### src/rtl/sample_requantize.sv
// Rounds and saturates a fixed-point product back to a 16-bit sample through a
// 2-stage valid/ready pipeline, tracking clip hold, clip count and a decaying peak.
module sample_requantize #(
  parameter int bits_per_level   = 12,
  parameter int CLIP_HOLD        = 4800,
  parameter int PEAK_DECAY_SHIFT = 10
) (
  input  logic        i_clk,
  input  logic        i_rst,
  input  logic [31:0] i_sample,
  input  logic        i_valid,
  output logic        o_ready,
  output logic [15:0] o_sample,
  output logic        o_valid,
  input  logic        i_ready,
  output logic        o_clip,
  output logic [15:0] o_clip_count,
  input  logic        i_clip_clear,
  output logic [15:0] o_peak
);

  localparam int HOLD_W = $clog2(CLIP_HOLD + 1);
  localparam logic signed [32:0] HALF = 33'sd1 <<< (bits_per_level - 1);
  localparam logic signed [32:0] POS_MAX = 33'sd32767;
  localparam logic signed [32:0] NEG_MIN = -33'sd32768;

  logic                    advance;
  logic                    xfer_out;
  logic                    s1_valid;
  logic signed [32:0]      s1_r;
  logic signed [32:0]      sum;
  logic signed [32:0]      r_in;
  logic [15:0]             sat_sample;
  logic                    sat_clip;
  logic                    clip_flag;
  logic [HOLD_W-1:0]       hold_cnt;
  logic [15:0]             mag;
  logic [15:0]             decay;
  logic [15:0]             decayed;
  logic [15:0]             peak_next;

  assign advance  = !o_valid || i_ready;
  assign o_ready  = !s1_valid || advance;
  assign xfer_out = o_valid && i_ready;
  assign o_clip   = (hold_cnt != '0);

  // 33-bit headroom keeps the rounding offset from overflowing at full scale
  assign sum  = $signed({i_sample[31], i_sample}) + HALF;
  assign r_in = sum >>> bits_per_level;

  always_comb begin
    sat_sample = s1_r[15:0];
    sat_clip   = 1'b0;
    if (s1_r > POS_MAX) begin
      sat_sample = 16'h7FFF;
      sat_clip   = 1'b1;
    end else if (s1_r < NEG_MIN) begin
      sat_sample = 16'h8000;
      sat_clip   = 1'b1;
    end
  end

  // |-32768| is reported as 32767 so the meter stays within 15 bits of magnitude
  always_comb begin
    mag = o_sample;
    if (o_sample[15]) begin
      mag = (o_sample == 16'h8000) ? 16'h7FFF : (~o_sample + 16'd1);
    end
    decay = o_peak >> PEAK_DECAY_SHIFT;
    if (decay == 16'd0 && o_peak != 16'd0) begin
      decay = 16'd1;
    end
    decayed   = o_peak - decay;
    peak_next = (mag > decayed) ? mag : decayed;
  end

  always_ff @(posedge i_clk) begin
    if (i_rst) begin
      s1_valid     <= 1'b0;
      s1_r         <= '0;
      o_valid      <= 1'b0;
      o_sample     <= '0;
      clip_flag    <= 1'b0;
      hold_cnt     <= '0;
      o_clip_count <= '0;
      o_peak       <= '0;
    end else begin
      if (o_ready) begin
        s1_valid <= i_valid;
        if (i_valid) begin
          s1_r <= r_in;
        end
      end
      if (advance) begin
        o_valid <= s1_valid;
        if (s1_valid) begin
          o_sample  <= sat_sample;
          clip_flag <= sat_clip;
        end
      end
      // clear wins over a clipped transfer in the same cycle
      if (i_clip_clear) begin
        o_clip_count <= '0;
        hold_cnt     <= '0;
      end else if (xfer_out) begin
        if (clip_flag) begin
          hold_cnt <= HOLD_W'(CLIP_HOLD);
          if (o_clip_count != 16'hFFFF) begin
            o_clip_count <= o_clip_count + 16'd1;
          end
        end else if (hold_cnt != '0) begin
          hold_cnt <= hold_cnt - 1'b1;
        end
      end
      if (xfer_out) begin
        o_peak <= peak_next;
      end
    end
  end

endmodule
### config.mk
export PLATFORM = sky130hd
export DESIGN_NAME = sample_requantize
export DESIGN_NICKNAME = d
export VERILOG_FILES = /design/src/rtl/sample_requantize.sv
export SDC_FILE = /design/constraint.sdc
export NUM_CORES = 1
export LEC_CHECK = 0
export BUFFER_PORTS_ARGS = -buffer_cell sky130_fd_sc_hd__buf_2
export CAP_MARGIN = 20
export CORE_MARGIN = 2
export CORE_UTILIZATION = 45
export CTS_CLUSTER_SIZE = 30
export DETAILED_ROUTE_END_ITERATION = 16
export PLACE_DENSITY = 0.77
export REMOVE_ABC_BUFFERS = 1
export SYNTH_ARGS = -nofsm -noshare
export SYNTH_HDL_FRONTEND = slang
export SYNTH_SLANG_ARGS = --single-unit
### constraint.sdc
create_clock -name i_clk -period 4.8 [get_ports i_clk]
set_clock_uncertainty 0.05 [all_clocks]
set_input_delay 0.48 -clock i_clk [delete_from_list [all_inputs] [get_ports i_clk]]
set_output_delay 0.48 -clock i_clk [all_outputs]
set_load 0.01 [all_outputs]
After elaboration in Yosys (flattened, before gate mapping):

Cells that the tools add are included.

* bits in registers: 85
* input port bits: 37
* output and inout bits: 51

* add/sub/neg operators: 5
* order comparisons: 3
* equality and inequality tests: 2
* muxes and demuxes: 10
* bitwise gates (word level): 1
* reduce and logical (&&, ||, !) cells: 15

Operators by type and width (number)
* $mux 16: 5
* $add 32x13->33 const B: 1
* $add 16x1->16 const B: 2
* $mux 13: 2
* $gt 21x16->1 const B: 1
* $lt 21x16->1 const B: 1
* $eq 16x16->1 const B: 1
* $gt 16x16->1: 1
* $logic_not 16->1: 1
* $ne 16x16->1 const B: 1
* $not 16->16: 1
* $reduce_bool 16->1: 1
* $sub 16x16->16: 1
* $reduce_bool 13->1: 1
* $sub 13x1->13 const B: 1
* $mux 6: 1
* $reduce_and 2->1: 3
* $reduce_and 3->1: 1
* $logic_and 1x1->1: 2
* $logic_not 1->1: 2
* $logic_or 1x1->1: 2
* $mux 1: 2
* $reduce_bool 2->1: 1
* $reduce_or 2->1: 1

Depth between registers and ports, before layout:

Gate-level depths: netlist of the first run.

* depth in word-level cells: 6
* mapped depth: 20

Least setup slack after synthesis of the first run:

Ideal clock, no wire load.

* path type: flip-flop to flip-flop
* start: register o_peak[6]
* end: register o_peak[8]
* setup time: 0.091 ns
* arrival time: 4.254 ns
* required time: 4.659 ns
* slack: 0.405 ns
* cell stages (with the launch flop): 20
* clock period less this slack: 4.395 ns
* path through: dfxtp_1 -> clkbuf_1 -> nor4_1 -> nand4_1 -> a41o_1 -> ha_1 -> nor2b_1 -> o31a_1 -> o31a_1 -> clkbuf_1 -> nor3_1 -> xnor2_1 -> ha_1 -> nand4_1 -> a2111oi_0 -> nand4bb_1 -> buf_6 -> clkbuf_1 -> nand3_1 -> a311oi_1

* cells in the longest elaborated chain, start to end: 6

Ends and longest elaborated chain
* start: declaration: line 19 `output logic [15:0] o_peak`
* start signal: assignment: line 116 `o_peak <= peak_next;`
* $reduce_bool 16->1: line 70 `if (decay == 16'd0 && o_peak != 16'd0) begin`
* $logic_and 1x1->1: line 70
* $mux 6: line 70
* $sub 16x16->16 *: line 73 `decayed = o_peak - decay;`
* $gt 16x16->1: line 74 `peak_next = (mag > decayed) ? mag : decayed;`
* $mux 16 *: line 74

Mark *: on every way between the ends. The rest lies on a longest branch, timed or not.
A chain may end at the register's enable or synchronous reset.

Worst setup path in the final report of the first run:

* start: register o_peak[11]
* end: register o_peak[6]

* cells in the longest elaborated chain, start to end: 6
* elaborated cells on any way between the ends: 7

Ends and longest elaborated chain (line)
* $logic_not 16->1 / $reduce_bool 16->1 (equally long branches): 70
* $logic_and 1x1->1: 70
* $mux 6: 70
* $sub 16x16->16 *: 73
* $gt 16x16->1: 74
* $mux 16 *: 74

Marked as above.

==> flow_metrics.py, run 1 <==
metrics = {
    "final_layout": {
        "fillCellCount": 1055,
        "nets": 798,
        "fin_cells": 882,
        "syn_to_final_growth_pct": 14.7,
        "diodes": 0,
        "final_core_util": 0.534,
        "layout-drive-gt1-share": 0.179,
        "final_area_sq_mm": 0.00618,
    },
    "power_and_ir_drop": {
        "power_density_mw_per_mm2": 586,
        "leakage_nw": 2.54,
        "vdd_drop_max_mv": 0.332,
    },
    "clocking": {
        "clk_pin_slew_ps": 70,
        "clk_root_buffer_cell": "clkbuf_16",
        "insertion_delay_ps": 350,
        "cts.sinks": 85,
        "cts_buffers": 9,
        "cts_tree": "built",
        "cts_hold_buf": 0,
        "post_cts_buffers": 0,
        "cts-resized-gates": 0,
        "cts_max_level": 3,
        "cts_buffer_depth": 2,
    },
    "critical_path": {
        "worst-path-buf-inv": 1,
        "cp-end-kind": "flip-flop",
        "path_delay_family": "compound AO/OA/AOI/OAI gates",
        "cp_data_required_time_ps": 4970,
        "path_max_fanout": 20,
        "start_kind": "flip-flop",
        "path_class": "flip-flop to flip-flop",
        "arrival_ps": 4850,
        "cpMostUsedCell": "ha_1",
        "crit_chain": "nor3_1 > a41o_1 > ha_1 > nor2b_1 > o31a_1 > o31a_2 > or4_1 > xnor2_1 > ha_1 > nand4_1 > a2111oi_1 > nand4bb_1 > buf_4 > nand2_1 > o311ai_1",
        "cpMaxStageDelayCell": "or4_1",
        "critPathMaxStageDelay_ps": 550,
        "reg2reg_slack_ps": 120,
    },
    "logic_synthesis": {
        "synth_cell_types": 72,
        "synth_top_family_by_area": "simple AND/OR/NAND/NOR gates",
        "synth_edf_count": 0,
        "synth.area.mux_share": 0.00930,
        "synth_xor_area_frac": 0.0830,
        "ys.flop_type": "dfxtp_1",
        "seq_area_frac_synth": 0.316,
        "yosysWarnings": 0,
        "synth_fa_ha_area_frac": 0.0642,
        "synth_compound_area_frac": 0.212,
        "synth_area_per_cell_sq_um": 8.06,
        "syn_inst": 668,
        "synth-simple-area-share": 0.258,
        "synth_area_sq_mm": 0.00538,
        "ys_ff_latch": 85,
        "synthArstFlopShare": 0,
    },
    "drt": {
        "drt-pass1-iter-count": 5,
        "wirelength_mm": 14.0,
        "vias": 5340,
        "drt_iter0_markers": 488,
        "post_drt_via_cell_ratio": 6.05,
        "wl_per_cell_um": 15.9,
        "drt_drc_violations_left": 0,
        "postRouteAntennaNets": 0,
    },
    "place": {
        "gp_congestion": 0.984,
        "hpwl_mm": 10.3,
        "post_dp_cell_area_sq_mm": 0.00586,
        "place_inst": 866,
        "io_buffers": 76,
    },
    "floorplan": {
        "die_x_um": 113,
        "core_area_sq_mm": 0.0116,
        "die_area_sq_mm": 0.0129,
        "initial_core_util": 0.465,
        "die_h_um": 113,
        "rows": 39,
        "io_pins": 88,
    },
    "outcome": {
        "status": "completed",
    },
    "sta": {
        "finalMaxSlewViolations": 0,
        "period_share": 0.975,
        "setup_viol_count_final": 0,
        "fmax_mhz": 214,
        "period_needed_ps": 4680,
        "slew_headroom": 0.285,
        "hold_viol": 0,
        "worst_pin_slew_ps": 1060,
    },
    "global_route": {
        "grt_pass1_vias": 5017,
        "grt_max_degree": 42,
        "antenna_found_initial": 0,
        "overflow": 0,
        "grt_usage": 0.221,
        "grt_pass1_wl_mm": 23.5,
    },
    "worst_hold_path": {
        "hold_path.class": "input pin to flip-flop",
    },
    "flow_run": {
        "maxCapViolations": 0,
    },
}
==> through the flow <==
step	hold slack [ps]	total power, mW	setup TNS [ps]	setup slack, ps
6_report	316	3.62	0	118
5_1_grt	328	3.88	-29.3	-29.3
4_1_cts	314	3.57	0	123
3_5_place_dp	445	2.82	0	243
3_3_place_gp	435	2.75	0	387
2_1_floorplan	411	2.23	0	244
==> worst paths after layout <==
path                    from         to  cells past startpoint
setup reg to reg  o_peak[11]  o_peak[6]                     15
setup / recovery  o_peak[11]  o_peak[6]                     15
hold reg to reg      s1_r[2]    s1_r[2]                      2
hold / removal       i_valid   s1_valid                      3
==> cell usage after synthesis, drive strengths merged (4+ instances only) <==
master / instances / area share
a21oi: 40 / 0.038
nand4: 15 / 0.017
and3: 7 / 0.0081
xor2: 25 / 0.041
a311oi: 5 / 0.0081
ha: 26 / 0.060
and4: 8 / 0.013
o31a: 6 / 0.010
o22ai: 6 / 0.0070
a211oi: 20 / 0.029
o21ai: 36 / 0.033
nor2b: 9 / 0.010
or2: 5 / 0.0058
nor2: 87 / 0.061
o311ai: 6 / 0.0098
o311a: 4 / 0.0077
a31oi: 12 / 0.014
nand2b: 5 / 0.0058
nand2: 37 / 0.026
xnor2: 26 / 0.042
or3: 6 / 0.0070
buf: 10 / 0.013
mux2i: 5 / 0.0093
nor4: 16 / 0.024
inv: 24 / 0.017
nor3: 21 / 0.020
dfxtp: 85 / 0.32
clkbuf: 27 / 0.023
o21a: 5 / 0.0070
a21o: 9 / 0.013
nand3: 29 / 0.027
or4: 10 / 0.014
==> tightest hold or removal path, stage by stage <==
cell	delay [ps]
buf_2	80
a21oi_1	30
nor2_1	70
==> registers in the layout (all words and copies together) (netlist names) <==
name          count
hold_cnt         13
o_valid           1
s1_valid          1
clip_flag         1
o_clip_count     16
o_peak           16
s1_r             21
o_sample         16
==> where the power goes <==
group | total, mW | internal, mW | switching [mW]
registers | 0.834 | 0.763 | 0.0703
logic | 2.06 | 0.840 | 1.22
clock network | 0.723 | 0.432 | 0.292
==> per-layer routing <==
metal,track usage,up-vias,routed length (um)
met5,0,-,0
met4,0.0992,0,396
met3,0.0553,37,951
met2,0.366,202,6550
met1,0.272,2513,6140
li1,-,2588,-
==> cell families after synthesis <==
family | count (synthesis)
AOI/OAI and AO/OA | 170
buffers and inverters | 63
DFF | 85
and+or+nand+nor | 267
xor gates and xnor gates | 51
adders and majority gates | 27
muxes | 5
==> area by class of cell <==
cell class	count	area [sq um]	share of cell area
Timing Repair Buffer	94	515	0.0835
Clock buffer	11	253	0.0409
Sequential cell	85	1700	0.276
Inverter	24	90.1	0.0146
Multi-Input combinational cell	520	3380	0.547
Tap cell	143	179	0.0290
Clock inverter	5	58.8	0.00952
==> cells in the final DEF (no fill, tap or decap), types with 25 or more instances in the layout <==
master,count
nor2_1,86
dfxtp_1,85
buf_2,76
a21oi_1,39
nand2_1,37
o21ai_0,35
nand3_1,29
xnor2_1,26
ha_1,26
xor2_1,25
(Power assumes the default switching activity.)
==> run 2: changes to the inputs <==
--- a/config.mk
+++ b/config.mk
@@ -5,6 +5,7 @@
 export SDC_FILE = /design/constraint.sdc
 export NUM_CORES = 1
 export LEC_CHECK = 0
+export ABC_AREA = 1
 export BUFFER_PORTS_ARGS = -buffer_cell sky130_fd_sc_hd__buf_2
 export CAP_MARGIN = 20
 export CORE_MARGIN = 2
==> flow_metrics.py, run 2 <==
metrics = {
    "global_route": {
        "grt_pass1_wl_mm": 22.9,
        "grt_usage": 0.198,
        "grt_pass1_vias": 4970,
        "overflow": 0,
        "grt_max_degree": 47,
        "antenna_found_initial": 0,
    },
    "drt": {
        "postRouteAntennaNets": 0,
        "wl_per_cell_um": 12.1,
        "vias": 5666,
        "wirelength_mm": 13.7,
        "post_drt_via_cell_ratio": 5.02,
        "drt_iter0_markers": 289,
        "drt-pass1-iter-count": 5,
        "drt_drc_violations_left": 0,
    },
    "sta": {
        "setup_viol_count_final": 0,
        "period_needed_ps": 4230,
        "slew_headroom": 0.359,
        "rsz0062_at_grt": "false",
        "period_share": 0.882,
        "tns_ps": 0,
        "worst_pin_slew_ps": 956,
        "holdWs_ps": 402,
        "hold_viol": 0,
        "finalMaxSlewViolations": 0,
        "fmax_mhz": 236,
    },
    "clocking": {
        "insertion_delay_ps": 340,
        "cts_buffer_depth": 2,
        "clk_pin_slew_ps": 60,
        "cts_buffers": 9,
        "clk_root_buffer_cell": "clkbuf_16",
        "post_cts_buffers": 0,
        "cts.sinks": 85,
        "cts-resized-gates": 0,
        "cts_max_level": 3,
        "cts_hold_buf": 0,
        "cts_tree": "built",
    },
    "logic_synthesis": {
        "ys_ff_latch": 85,
        "synth_cell_types": 49,
        "ys.flop_type": "dfxtp_1",
        "synthArstFlopShare": 0,
        "synth_area_sq_mm": 0.00579,
        "yosys.area.top_type": "dfxtp_1",
        "synth_area_per_cell_sq_um": 6.52,
        "ys_top_cells_by_area": "dfxtp_1 (29%), nand2_1 (13%), inv_1 (7.3%), nor2_1 (7.1%), a21oi_1 (6.6%)",
        "netlist_top_cells_count": "nand2_1 (204), inv_1 (113), nor2_1 (109)",
        "synth_edf_count": 0,
        "yosysWarnings": 0,
        "synth_most_common_cell": "nand2_1",
        "seq_area_frac_synth": 0.294,
        "post-synth-top-area-fraction": 0.294,
        "syn_inst": 889,
    },
    "final_layout": {
        "top_register": "s1_r",
        "final_cell_mix": "nand2_1 (204), inv_1 (113), nor2_1 (109), dfxtp_1 (85)",
        "final_core_util": 0.521,
        "syn_to_final_growth_pct": 13.6,
        "final_common_cell": "nand2_1",
        "largest_register_ff_count": 21,
        "diodes": 0,
        "layout-drive-gt1-share": 0.140,
        "nets": 1016,
    },
    "floorplan": {
        "core_area_sq_mm": 0.0126,
        "die_area_sq_mm": 0.0138,
        "die_h_um": 117,
        "io_pins": 88,
        "die_x_um": 117,
        "initial_core_util": 0.459,
        "rows": 41,
    },
    "critical_path": {
        "start_kind": "flip-flop",
        "arrival_ps": 4440,
        "cp_data_required_time_ps": 5010,
        "cp-end-kind": "flip-flop",
        "path_max_fanout": 16,
        "path_class": "flip-flop to flip-flop",
    },
    "place": {
        "hpwl_mm": 10.4,
        "io_buffers": 76,
        "gp_congestion": 0.927,
    },
    "worst_hold_path": {
        "hold_path.class": "input pin to flip-flop",
    },
    "flow_run": {
        "maxCapViolations": 0,
    },
    "outcome": {
        "status": "completed",
    },
}
-- run 2: cell count changes after synthesis, moves of 11 or more --
cell | before | now
a31oi_1 | 12 | 1
inv_1 | 24 | 113
nand3_1 | 29 | 70
a21oi_1 | 39 | 76
clkbuf_1 | 25 | 11
nor2_1 | 86 | 109
xnor2_1 | 26 | 12
nand2_1 | 37 | 204
-- run 2: final timing paths --
kind / startpoint / to / slack [ps] / cells past startpoint
max reg2reg: o_peak[7] / o_peak[7] / 570 / 20
min reg2reg: hold_cnt[9] / hold_cnt[9] / 430 / 2
min: i_ready / o_valid / 400 / 4
max: o_peak[7] / o_peak[7] / 570 / 20
-- run 2: stage by stage --
stage	instance area (sq um)	worst slack [ps]	cells
floorplan	5670	1270	865
global placement	6260	683	1113
detailed placement	6260	612	1113
CTS	6580	589	1128
global route	6580	152	1128
finish	6580	567	1128
-- run 2: logic make-up (layout without fill, tap and decap cells) --
family,Yosys count,count (layout),synth area share
flops,85,85,0.294
buf+inv,145,212,0.101
xor+xnor,37,37,0.0559
fa+ha+maj,27,27,0.0596
simple gates,457,457,0.357
compound gates,138,138,0.132
-- run 2: routing by layer --
layer	part of all wire	vias to the layer above	global-route usage
met5	0	-	0
met4	0.025	0	0.0873
met3	0.038	27	0.0233
met2	0.45	140	0.324
met1	0.48	2491	0.264
li1	-	3008	-
-- run 2: cell type report --
cell class | instances | area (sq um)
fill | 1303 | 6040
clock buffer | 11 | 243
tap | 172 | 215
inverter | 121 | 460
clock inverter | 4 | 72.6
sequential | 85 | 1700
multi-input combinational | 659 | 3510
timing repair buffer | 76 | 380
-- run 2: critical path, cell delays in order (launching register included) --
cell and delay [ps]:
dfxtp_1 380, nor2_1 230, nand2_1 150, nor4_1 290
o41ai_1 140, ha_1 230, fa_1 430, o21ai_2 240
a21boi_0 180, xor2_1 200, ha_1 310, nand2_1 60
nor2_1 160, nand2_1 80, nand2_1 70, nand2_1 70
nand2_1 270, nand2_2 270, nand2_1 140, nand3_1 70
a21oi_1 150
Power of run 2 is left out: the tool's default activity adds up to more than one toggle a clock period on the data nets, which glitch-free logic cannot reach.
